==> src/rtl/axi_rpack.sv <==
// Packs RATIO narrow read words into one AXI R beat per descriptor beat, with
// an in-order {alen, aid} descriptor FIFO that supplies rid and rlast.
module axi_rpack #(
  parameter int AXI_WIDTH = 32,
  parameter int OUT_WIDTH = 16,
  parameter int REQID     = 4,
  parameter int DEPTH     = 4
) (
  input  logic                 clock,
  input  logic                 reset,
  input  logic                 avalid_i,
  output logic                 aready_o,
  input  logic [7:0]           alen_i,
  input  logic [REQID-1:0]     aid_i,
  input  logic                 dvalid_i,
  output logic                 dready_o,
  input  logic [OUT_WIDTH-1:0] ddata_i,
  output logic                 rvalid_o,
  input  logic                 rready_i,
  output logic                 rlast_o,
  output logic [REQID-1:0]     rid_o,
  output logic [AXI_WIDTH-1:0] rdata_o
);

  localparam int RATIO = AXI_WIDTH / OUT_WIDTH;
  localparam int PW    = $clog2(RATIO);
  localparam int AW    = $clog2(DEPTH);
  localparam int ISB   = REQID - 1;
  localparam logic [PW-1:0] P_LAST   = PW'(RATIO - 1);
  localparam logic [AW:0]   FULL_CNT = (AW + 1)'(DEPTH);

  logic [7:0]   alen_mem [DEPTH];
  logic [ISB:0] aid_mem  [DEPTH];
  logic [AW-1:0] wr_ptr_reg, rd_ptr_reg;
  logic [AW:0]   count_reg;

  logic [PW-1:0]          p_reg;
  logic [7:0]             b_reg;
  logic [OUT_WIDTH-1:0]   lane_reg [RATIO-1];
  logic [AXI_WIDTH-1:0]   beat_next;
  logic                   rvalid_reg, rlast_reg;
  logic [ISB:0]           rid_reg;
  logic [AXI_WIDTH-1:0]   rdata_reg;

  logic         empty, push, pop, d_fire, beat_done, last_beat;
  logic [7:0]   head_alen;
  logic [ISB:0] head_aid;

  assign empty     = (count_reg == '0);
  assign aready_o  = (count_reg != FULL_CNT);
  assign head_alen = alen_mem[rd_ptr_reg];
  assign head_aid  = aid_mem[rd_ptr_reg];

  // The final word of a beat may only enter when the output register is free
  // or being drained in this same cycle.
  assign dready_o  = !empty && (p_reg != P_LAST || !rvalid_reg || rready_i);
  assign d_fire    = dvalid_i && dready_o;
  assign beat_done = d_fire && (p_reg == P_LAST);
  assign last_beat = (b_reg == head_alen);
  assign push      = avalid_i && aready_o;
  assign pop       = beat_done && last_beat;

  assign rvalid_o = rvalid_reg;
  assign rlast_o  = rlast_reg;
  assign rid_o    = rid_reg;
  assign rdata_o  = rdata_reg;

  always_ff @(posedge clock) begin
    if (push) begin
      alen_mem[wr_ptr_reg] <= alen_i;
      aid_mem[wr_ptr_reg]  <= aid_i;
    end
  end

  always_ff @(posedge clock) begin
    if (reset) begin
      wr_ptr_reg <= '0;
      rd_ptr_reg <= '0;
      count_reg  <= '0;
    end else begin
      if (push) wr_ptr_reg <= wr_ptr_reg + 1'b1;
      if (pop)  rd_ptr_reg <= rd_ptr_reg + 1'b1;
      case ({push, pop})
        2'b10:   count_reg <= count_reg + 1'b1;
        2'b01:   count_reg <= count_reg - 1'b1;
        default: count_reg <= count_reg;
      endcase
    end
  end

  // Lower lanes are buffered; the top lane comes straight from the input.
  genvar gi;
  generate
    for (gi = 0; gi < RATIO - 1; gi++) begin : g_lane
      assign beat_next[gi*OUT_WIDTH +: OUT_WIDTH] = lane_reg[gi];
    end
  endgenerate
  assign beat_next[AXI_WIDTH-1 -: OUT_WIDTH] = ddata_i;

  always_ff @(posedge clock) begin
    if (reset) begin
      for (int i = 0; i < RATIO - 1; i++) lane_reg[i] <= '0;
    end else if (d_fire) begin
      for (int i = 0; i < RATIO - 1; i++)
        if (p_reg == PW'(i)) lane_reg[i] <= ddata_i;
    end
  end

  always_ff @(posedge clock) begin
    if (reset) begin
      p_reg      <= '0;
      b_reg      <= '0;
      rvalid_reg <= 1'b0;
      rlast_reg  <= 1'b0;
      rid_reg    <= '0;
      rdata_reg  <= '0;
    end else begin
      if (d_fire) p_reg <= p_reg + 1'b1;
      if (beat_done) begin
        rvalid_reg <= 1'b1;
        rdata_reg  <= beat_next;
        rid_reg    <= head_aid;
        rlast_reg  <= last_beat;
        b_reg      <= last_beat ? 8'd0 : b_reg + 8'd1;
      end else if (rready_i) begin
        rvalid_reg <= 1'b0;
      end
    end
  end

endmodule

==> config.mk <==
export PLATFORM = sky130hd
export DESIGN_NAME = axi_rpack
export DESIGN_NICKNAME = d
export VERILOG_FILES = /design/src/rtl/axi_rpack.sv
export SDC_FILE = /design/constraint.sdc
export NUM_CORES = 1
export LEC_CHECK = 0
export CAP_MARGIN = 15
export CELL_PAD_IN_SITES_DETAIL_PLACEMENT = 2
export CELL_PAD_IN_SITES_GLOBAL_PLACEMENT = 2
export CORE_UTILIZATION = 38
export DETAILED_ROUTE_END_ITERATION = 16
export PLACE_DENSITY_LB_ADDON = 0.08
export SYNTH_ARGS = -nofsm -noshare
export SYNTH_HDL_FRONTEND = slang
export SYNTH_SLANG_ARGS = --single-unit
export TNS_END_PERCENT = 1
==> constraint.sdc <==
create_clock -name clock -period 6.1 [get_ports clock]
set_clock_uncertainty 0.1 [all_clocks]
set_input_delay 1.22 -clock clock [delete_from_list [all_inputs] [get_ports clock]]
set_output_delay 1.22 -clock clock [all_outputs]
set_load 0.05 [all_outputs]
Word-level counts from Yosys, hierarchy flattened --
Memory sizes are Yosys's and may differ from the RTL's. A register that Yosys moved wholly into a read port is not among the register bits. Cells that the tools add are included.
Operators by class: reductions and logical operators 13, add/sub/neg operators 6, mux-type cells 16, equality and inequality tests 4, bitwise logic cells 1
Operator list (number):
- two-way mux 16 bit | 1
- OR reduction 16 bit | 1
- two-way mux 1 bit | 11
- adder 8 x 1 -> 8 bit, second input constant | 1
- equality test 8 bit | 1
- two-way mux 8 bit | 1
- case mux 3 bit (2 select lines) | 1
- logical AND 1 bit | 5
- adder 2 x 1 -> 2 bit, second input constant | 2
- two-way mux 2 bit | 2
- nonzero test 2 bit | 2
- adder 3 x 1 -> 3 bit, second input constant | 1
- logical NOT 3 bit | 1
- != test 3 bit, second input constant | 1
- subtractor 3 x 1 -> 3 bit, second input constant | 1
- equality test 2 x 1 -> 1 bit, second input constant | 1
- equality test 2 bit, second input constant | 1
- logical NOT 1 bit | 2
- logical OR 1 bit | 2
- adder 1 bit, second input constant | 1
- NOT 1 bit | 1
Storage, ports and cells: bits of input ports 33, bits in writable memories 64, register bits 50, memories 3
Memories:
- alen_mem | words 4, bits a word 8, read ports 1, clocked after Yosys merged registers in 1, wr ports 1, RTL line 32 | logic [7:0] alen_mem [DEPTH];
- aid_mem | words 4, bits a word 4, read ports 1, clocked after Yosys merged registers in 1, wr ports 1, RTL line 33 | logic [ISB:0] aid_mem [DEPTH];
- lane_reg | words 1, bits a word 16, read ports 1, clocked after Yosys merged registers in 1, wr ports 1, RTL line 39 | logic [OUT_WIDTH-1:0] lane_reg [RATIO-1];

Depth between registers and ports, before layout --
Gate-level depths: netlist (run 1).
depth in word-level cells 10, gate-level depth with buffers 13

Worst setup path before layout (run 1) --
No wires, ideal clock.
kind input to register, from input rready_i, to register count_reg[2], buffers on the path 0, cell stages on the path 11, library setup time 0.070 ns, path slack 2.713 ns, required time 5.930 ns, arrival time 3.217 ns, path through nand2b_1 -> nand4_1 -> nor4_4 -> nand2_2 -> inv_2 -> ha_1 -> inv_1 -> fa_1 -> xor2_1 -> or3_1 -> a21oi_1
Between the ends: longest elaborated chain between the ends 7, elaborated cells between the ends (all ways) 9, classes of those cells eq/ne: 2; mux: 1; reduce/logical: 6
RTL lines:
- start: declaration | RTL line 19 | input logic rready_i,
- logical OR 1 bit (*) | RTL line 56 | assign dready_o = !empty && (p_reg != P_LAST || !rvalid_reg || rready_i);
- logical AND 1 bit (*) | RTL line 56
- logical AND 1 bit (*) | RTL line 57 | assign d_fire = dvalid_i && dready_o;
- logical AND 1 bit (*) | RTL line 58 | assign beat_done = d_fire && (p_reg == P_LAST);
- logical AND 1 bit (*) | RTL line 61 | assign pop = beat_done && last_beat;
- named net pop | RTL line 45 | logic empty, push, pop, d_fire, beat_done, last_beat;
- equality test 2 x 1 -> 1 bit or equality test 2 bit (tied branches) | RTL line 83 | case ({push, pop})
- case mux 3 bit (2 select lines) or nonzero test 2 bit (tied branches)
- end signal: assignment | RTL line 84 | 2'b10: count_reg <= count_reg + 1'b1;
- end signal: assignment | RTL line 85 | 2'b01: count_reg <= count_reg - 1'b1;
- end signal: assignment | RTL line 86 | default: count_reg <= count_reg;
- end: declaration | RTL line 35 | logic [AW:0] count_reg;
Mark *: on every way through the listed nets, which the timed path passes. The rest lies on a longest branch. A chain may end at the register's enable or synchronous reset.

Worst setup path in the final report (run 1) --
from input rready_i, to output dready_o
Between the ends: longest elaborated chain between the ends 2
RTL lines:
- logical OR 1 bit | RTL line 56
- logical AND 1 bit | RTL line 56
- end: declaration | RTL line 16 | output logic dready_o,
Every way passes these cells.

==> impl_metrics.csv, run 1 <==
group,metric,value,unit
yosys,synth.avg_cell_area,12.4,sq um
drt,via_per_inst,5.14,
clock_network,postCtsSetupBuffers,0,
global_routing,grt_max_degree,52,
sta,period_minus_slack,4.08,ns
floorplanning,io_pins,73,
cells_and_area,n_antenna_cell,0,
yosys,synth_nets,414,
yosys,syn_area,4620,sq um
clock_network,htree_levels,4,
critical_path,crit_required,4.78,ns
sta,hold_violations,0,
outcome,status,"finished with violations",
critical_path,reg2reg_to,"count_reg[2]",
power_and_ir_drop,p_sw,419,uW
power_and_ir_drop,cellInternalPower,1480,uW
cells_and_area,area_delta_synth_final,29.4,%
yosys,ys_ff_latch,120,
clock_network,ctsHoldBuffers,0,
global_routing,grt_remaining_overflow,0,
cells_and_area,utilization,0.515,
critical_path,worst-setup-path-type,"primary input to output pin",
critical_path,reg2reg_slack,2.45,ns
yosys,ys.flop_type,"edfxtp_1",
critical_path,cpMostUsedCell,"clkdlybuf4s50_1",
clock_network,clock_sinks,120,
drt,vias,3123,
clock_network,cts_resized,0,
global_routing,grt_pass1_wl,19200,microns
cells_and_area,fillers,1151,
floorplanning,dieHeight,112,microns
drt,firstDrtPassIters,10,
critical_path,critPathLaunch,"rready_i",
cells_and_area,final_common_cell,"nand2_1",
sta,setup_viol,0,
sta,rsz0062_at_grt,"no",
sta,setup_tns,0,ns
drt,first_iter_violations,126,
power_and_ir_drop,total_power,1900,uW
yosys,synthCells,374,
global_routing,grt_pass1_vias,3593,
clock_network,clockBufferDepth,2,
floorplanning,design.core.area,11600,sq um
power_and_ir_drop,clockPowerShare,0.458,
drt,drc_errors,3,
yosys,ys_types,39,
hold_path,hold_path_depth,2,
floorplanning,fp-row-count,39,
outcome,failed_checks,"DRC",
power_and_ir_drop,p_leak,0.00206,uW
floorplanning,die_w,112,microns
yosys,synth-seq-area-share,0.659,
sta,hold_slack,0.354,ns
critical_path,worstPathCellList,"clkdlybuf4s50_1 > nand2b_1 > o21a_1 > clkdlybuf4s50_1",
critical_path,slowest_stage,"clkdlybuf4s50_1",
hold_path,hold_path.class,"flop to flop",
drt,ant_nets,0,
clock_network,cts_tree,"yes",
critical_path,cpPeakStageDelay,0.79,ns
critical_path,r2r_cells,12,
floorplanning,start_util,0.398,
power_and_ir_drop,p_seq_frac,0.474,
yosys,synth_enable_flop_cells,64,
place,place_inst,575,
sta,finalCritPeriodShare,0.669,
cells_and_area,mostFrequentLayoutCells,"80 x nand2_1, 71 x clkdlybuf4s50_1, 64 x edfxtp_1, 56 x dfxtp_1, 42 x a21oi_1",
cells_and_area,finalNonFillerCells,607,
yosys,async_reset_ff_frac,0,
global_routing,grt.total_usage,0.209,
critical_path,worst-path-max-fanout,4,
sta,worstMarginPinSlew,1.00,ns
critical_path,endpoint_kind,"output pin",
place,place.gp.congestion,0.754,
power_and_ir_drop,ir_worst_vdd,0.000173,V
critical_path,crit_family,"buffers and inverters",
clock_network,clock_tree.root_cell,"clkbuf_16",
cells_and_area,nets,491,
power_and_ir_drop,powerDensity,318,nW/um^2
sta,max_freq,245,MHz
clock_network,cts_made_buffers,17,
sta,relSlewSlack,0.331,
power_and_ir_drop,p_sw_frac,0.221,
critical_path,path_buf_inv,2,
drt,finalWirelength,11800,microns
yosys,yosys_warnings,0,
clock_network,path_clk_slew,0.05,ns
hold_path,worstHoldStart,"rdata_o[27]",
sta,report.final.slew_viol_count,0,
clock_network,clk_latency,0.42,ns
cells_and_area,drive_above_1_share,0.0884,
critical_path,arrival,2.76,ns
floorplanning,dieArea,12600,sq um
yosys,yosysTopAreaCell,"edfxtp_1",
global_routing,antenna_found_initial,0,
hold_path,whs_endpoint,"rdata_o[27]",
critical_path,startpoint_type,"primary input",
place,place.port_buffers,72,
yosys,yosys.area.top_type_share,0.416,
place,hpwl,7780,microns
yosys,netlist_top_cells_area,"edfxtp_1 42%, dfxtp_1 24%, nand2_1 6.5%",
flow_run,cap_violations,0,
power_and_ir_drop,p_comb_frac,0.068,
drt,wire_per_inst,19.5,microns
## stage by stage
| stage | worst slack [ns] | cell area (sq um) |
|---|---|---|
| floorplan | 2.71 | 4620 |
| global placement | 2.06 | 5470 |
| detailed placement | 1.94 | 5470 |
| CTS | 2.00 | 5980 |
| global route | 1.95 | 5980 |
| finish | 2.02 | 5980 |
## power groups by stage
stage / logic (uW) / registers, uW / clock network, uW
6_report: 129 / 900 / 870
5_1_grt: 140 / 902 / 920
4_1_cts: 132 / 900 / 886
3_5_place_dp: 130 / 916 / 0
3_3_place_gp: 125 / 912 / 0
2_1_floorplan: 57.2 / 925 / 0
## layout make-up
type	instances	area [sq um]	share of cell area
clock inverters	6	23.8	0.00398
flip-flops and latches	120	3040	0.509
clock buffers	26	489	0.0818
repair buffers	76	746	0.125
inverters	8	30.0	0.00502
well taps	143	179	0.0299
multi-input cells	228	1470	0.246
## worst max-delay path by stage
stage | depth (start not counted) | to | slack [ns]
6_report | 4 | dready_o | 2.02
5_1_grt | 4 | dready_o | 1.95
4_1_cts | 4 | dready_o | 2.00
3_5_place_dp | 12 | count_reg[2] | 1.94
3_3_place_gp | 4 | dready_o | 2.06
2_1_floorplan | 11 | count_reg[2] | 2.71
## routing by layer
layer / global-route usage / wire [microns]
met3: 0.0475 / 295
met4: 0.111 / 287
met1: 0.239 / 4910
met2: 0.367 / 6340
met5: 0 / 0
## cell usage after synthesis (2+ instances only)
cell type,count
a21oi_1,42
and2_1,17
and3_1,5
and4_1,2
buf_2,4
clkbuf_1,12
dfxtp_1,56
edfxtp_1,64
ha_1,6
inv_1,7
mux2_1,2
mux2i_1,4
mux4_2,9
nand2_1,80
nand2b_1,3
nand3_1,4
nand4_1,4
nand4b_1,2
nor2_1,13
nor2b_1,2
or3_1,2
xnor2_1,7
xor2_1,11
## cells by family after synthesis
group	share of synthesized area
adders and majority gates	0.0206
xor gates and xnor gates	0.0341
buffers and inverters	0.0238
AOI/OAI and AO/OA	0.0552
and+or+nand+nor	0.141
DFF	0.659
muxes	0.0663
## worst register-to-register path: stages (launching register included)
cell and delay, ns:
dfxtp_1 0.69, mux4_2 0.59, xnor2_1 0.19, nand4_1 0.22, nor4_4 0.27, nand2_2 0.12
inv_2 0.10, ha_1 0.20, inv_1 0.07, fa_1 0.38, xor2_1 0.16, or3_1 0.31
a21oi_1 0.18
Note: power is estimated with default switching activity, not from simulation.
==> inputs of run 2 (changes only) <==
- CORE_UTILIZATION: 38 -> 32
- clock period: 6.1 -> 3.5 ns (I/O delays scaled with it)
==> run 2 against run 1 <==
Against the previous run: setup slack got worse by 1.7 ns; the flow now finishes without violations; largest power group is now clock; first-iteration DRC count rose by 8.7%; hold slack improved by 0.0017 ns.
==> impl_metrics.csv, run 2 (same netlist as run 1, synthesis figures left out) <==
group,metric,value,unit
outcome,status,"completed",
sta,period_minus_slack,3.18,ns
critical_path,cpPeakStageDelay,0.55,ns
floorplanning,dieHeight,122,microns
sta,hold_violations,0,
critical_path,r2r_cells,12,
drt,vias,3090,
global_routing,antenna_found_initial,0,
critical_path,slowest_stage,"mux4_2",
drt,finalWirelength,11100,microns
place,post_dp_cell_area,5540,sq um
clock_network,clockBufferDepth,2,
drt,via_per_inst,4.78,
critical_path,endpoint,"count_reg[2]",
clock_network,clk_latency,0.41,ns
floorplanning,dieArea,14900,sq um
critical_path,worst-path-max-fanout,9,
global_routing,grt_max_degree,40,
drt,wire_per_inst,17.2,microns
global_routing,grt_pass1_vias,3320,
floorplanning,io_pins,73,
place,place.gp.congestion,0.710,
floorplanning,fp-row-count,43,
global_routing,grt.total_usage,0.166,
cells_and_area,mostFrequentLayoutCells,"80 x nand2_1, 70 x clkdlybuf4s50_1, 64 x edfxtp_1, 55 x dfxtp_1, 42 x a21oi_1",
sta,setup_viol,0,
critical_path,reg2reg_slack,0.32,ns
sta,report.final.slew_viol_count,0,
clock_network,cts_resized,0,
power_and_ir_drop,p_leak,0.00210,uW
cells_and_area,drive_above_1_share,0.112,
sta,finalCritPeriodShare,0.910,
clock_network,cts_tree,"yes",
critical_path,reg2reg_to,"count_reg[2]",
clock_network,htree_levels,4,
drt,first_iter_violations,137,
critical_path,startpoint_type,"flop",
sta,setup_tns,0,ns
flow_run,cap_violations,0,
critical_path,endpoint_kind,"flop",
critical_path,arrival,3.43,ns
cells_and_area,nets,494,
floorplanning,design.core.area,14000,sq um
sta,rsz0062_at_grt,"no",
place,hpwl,7350,microns
clock_network,ctsHoldBuffers,0,
drt,ant_nets,0,
clock_network,cts_made_buffers,17,
clock_network,clock_sinks,120,
cells_and_area,fin_area,6100,sq um
power_and_ir_drop,ir_worst_vdd,0.000324,V
clock_network,clock_tree.root_cell,"clkbuf_16",
clock_network,path_clk_slew,0.05,ns
drt,drc_errors,0,
drt,firstDrtPassIters,4,
place,place.port_buffers,72,
critical_path,worstPathCellList,"mux4_2 > xnor2_1 > nand4_1 > nor4_4 > nand2_2 > inv_2 > ha_1 > inv_1 > fa_1 > xor2_1 > or3_1 > a21oi_1",
clock_network,postCtsSetupBuffers,0,
global_routing,grt_remaining_overflow,0,
sta,worstMarginPinSlew,0.858,ns
sta,relSlewSlack,0.425,
floorplanning,die_w,122,microns
critical_path,worst-setup-path-type,"flop to flop",
cells_and_area,n_antenna_cell,0,
power_and_ir_drop,powerDensity,560,nW/um^2
cells_and_area,area_delta_synth_final,32.0,%
floorplanning,start_util,0.330,
sta,max_freq,314,MHz
cells_and_area,utilization,0.436,
hold_path,hold_path.class,"flop to flop",
critical_path,crit_required,3.74,ns
cells_and_area,final_common_cell,"nand2_1",
global_routing,grt_pass1_wl,18000,microns
==> run 2: worst min path at each step <==
stage	start	slack [ns]	to	cells after the start
6_report	rid_o[2]	0.36	rid_o[2]	2
5_1_grt	rdata_o[19]	0.38	rdata_o[19]	2
4_1_cts	rdata_o[19]	0.36	rdata_o[19]	2
3_5_place_dp	rdata_o[19]	0.35	rdata_o[19]	2
3_3_place_gp	rdata_o[18]	0.34	rdata_o[18]	2
2_1_floorplan	count_reg[2]	0.37	count_reg[2]	2
==> run 2: worst max-delay path, delay by kind of cell (launching register included) <==
| family | cells | cell delay, ns |
|---|---|---|
| xor+xnor | 2 | 0.32 |
| simple gates | 4 | 0.81 |
| fa+ha+maj | 2 | 0.55 |
| flops | 1 | 0.49 |
| buf+inv | 2 | 0.14 |
| mux | 1 | 0.55 |
| compound gates | 1 | 0.13 |
==> run 2: cell type report <==
class | instances | area [sq um]
multi-input combinational | 228 | 1480
inverter | 8 | 30.0
timing repair buffer | 79 | 766
fill | 1436 | 7890
clock inverter | 4 | 43.8
tap | 180 | 225
sequential | 120 | 3040
clock buffer | 27 | 513
==> run 2: report_power, final <==
part | internal (uW) | switching [uW] | total (uW)
sequential | 1550 | 20.9 | 1570
clock | 1060 | 570 | 1630
combinational | 87.0 | 133 | 220
==> run 2: per-stage QoR <==
step	hold slack [ns]	setup WS, ns	instances	power [uW]
2_1_floorplan	0.367	0.558	374	1710
3_3_place_gp	0.340	0.0512	615	1810
3_5_place_dp	0.352	0.0151	615	1820
4_1_cts	0.361	0.0843	646	3460
5_1_grt	0.375	0.0461	646	3550
6_report	0.356	0.316	646	3420
==> run 2: layer usage <==
metal	vias up	track usage	share of wire	wire length (microns)
met5	-	0	0	0
met4	0	0.0709	0.017	184
met3	16	0.0421	0.031	339
met2	48	0.268	0.50	5510
met1	1560	0.210	0.46	5060
li1	1466	-	-	-
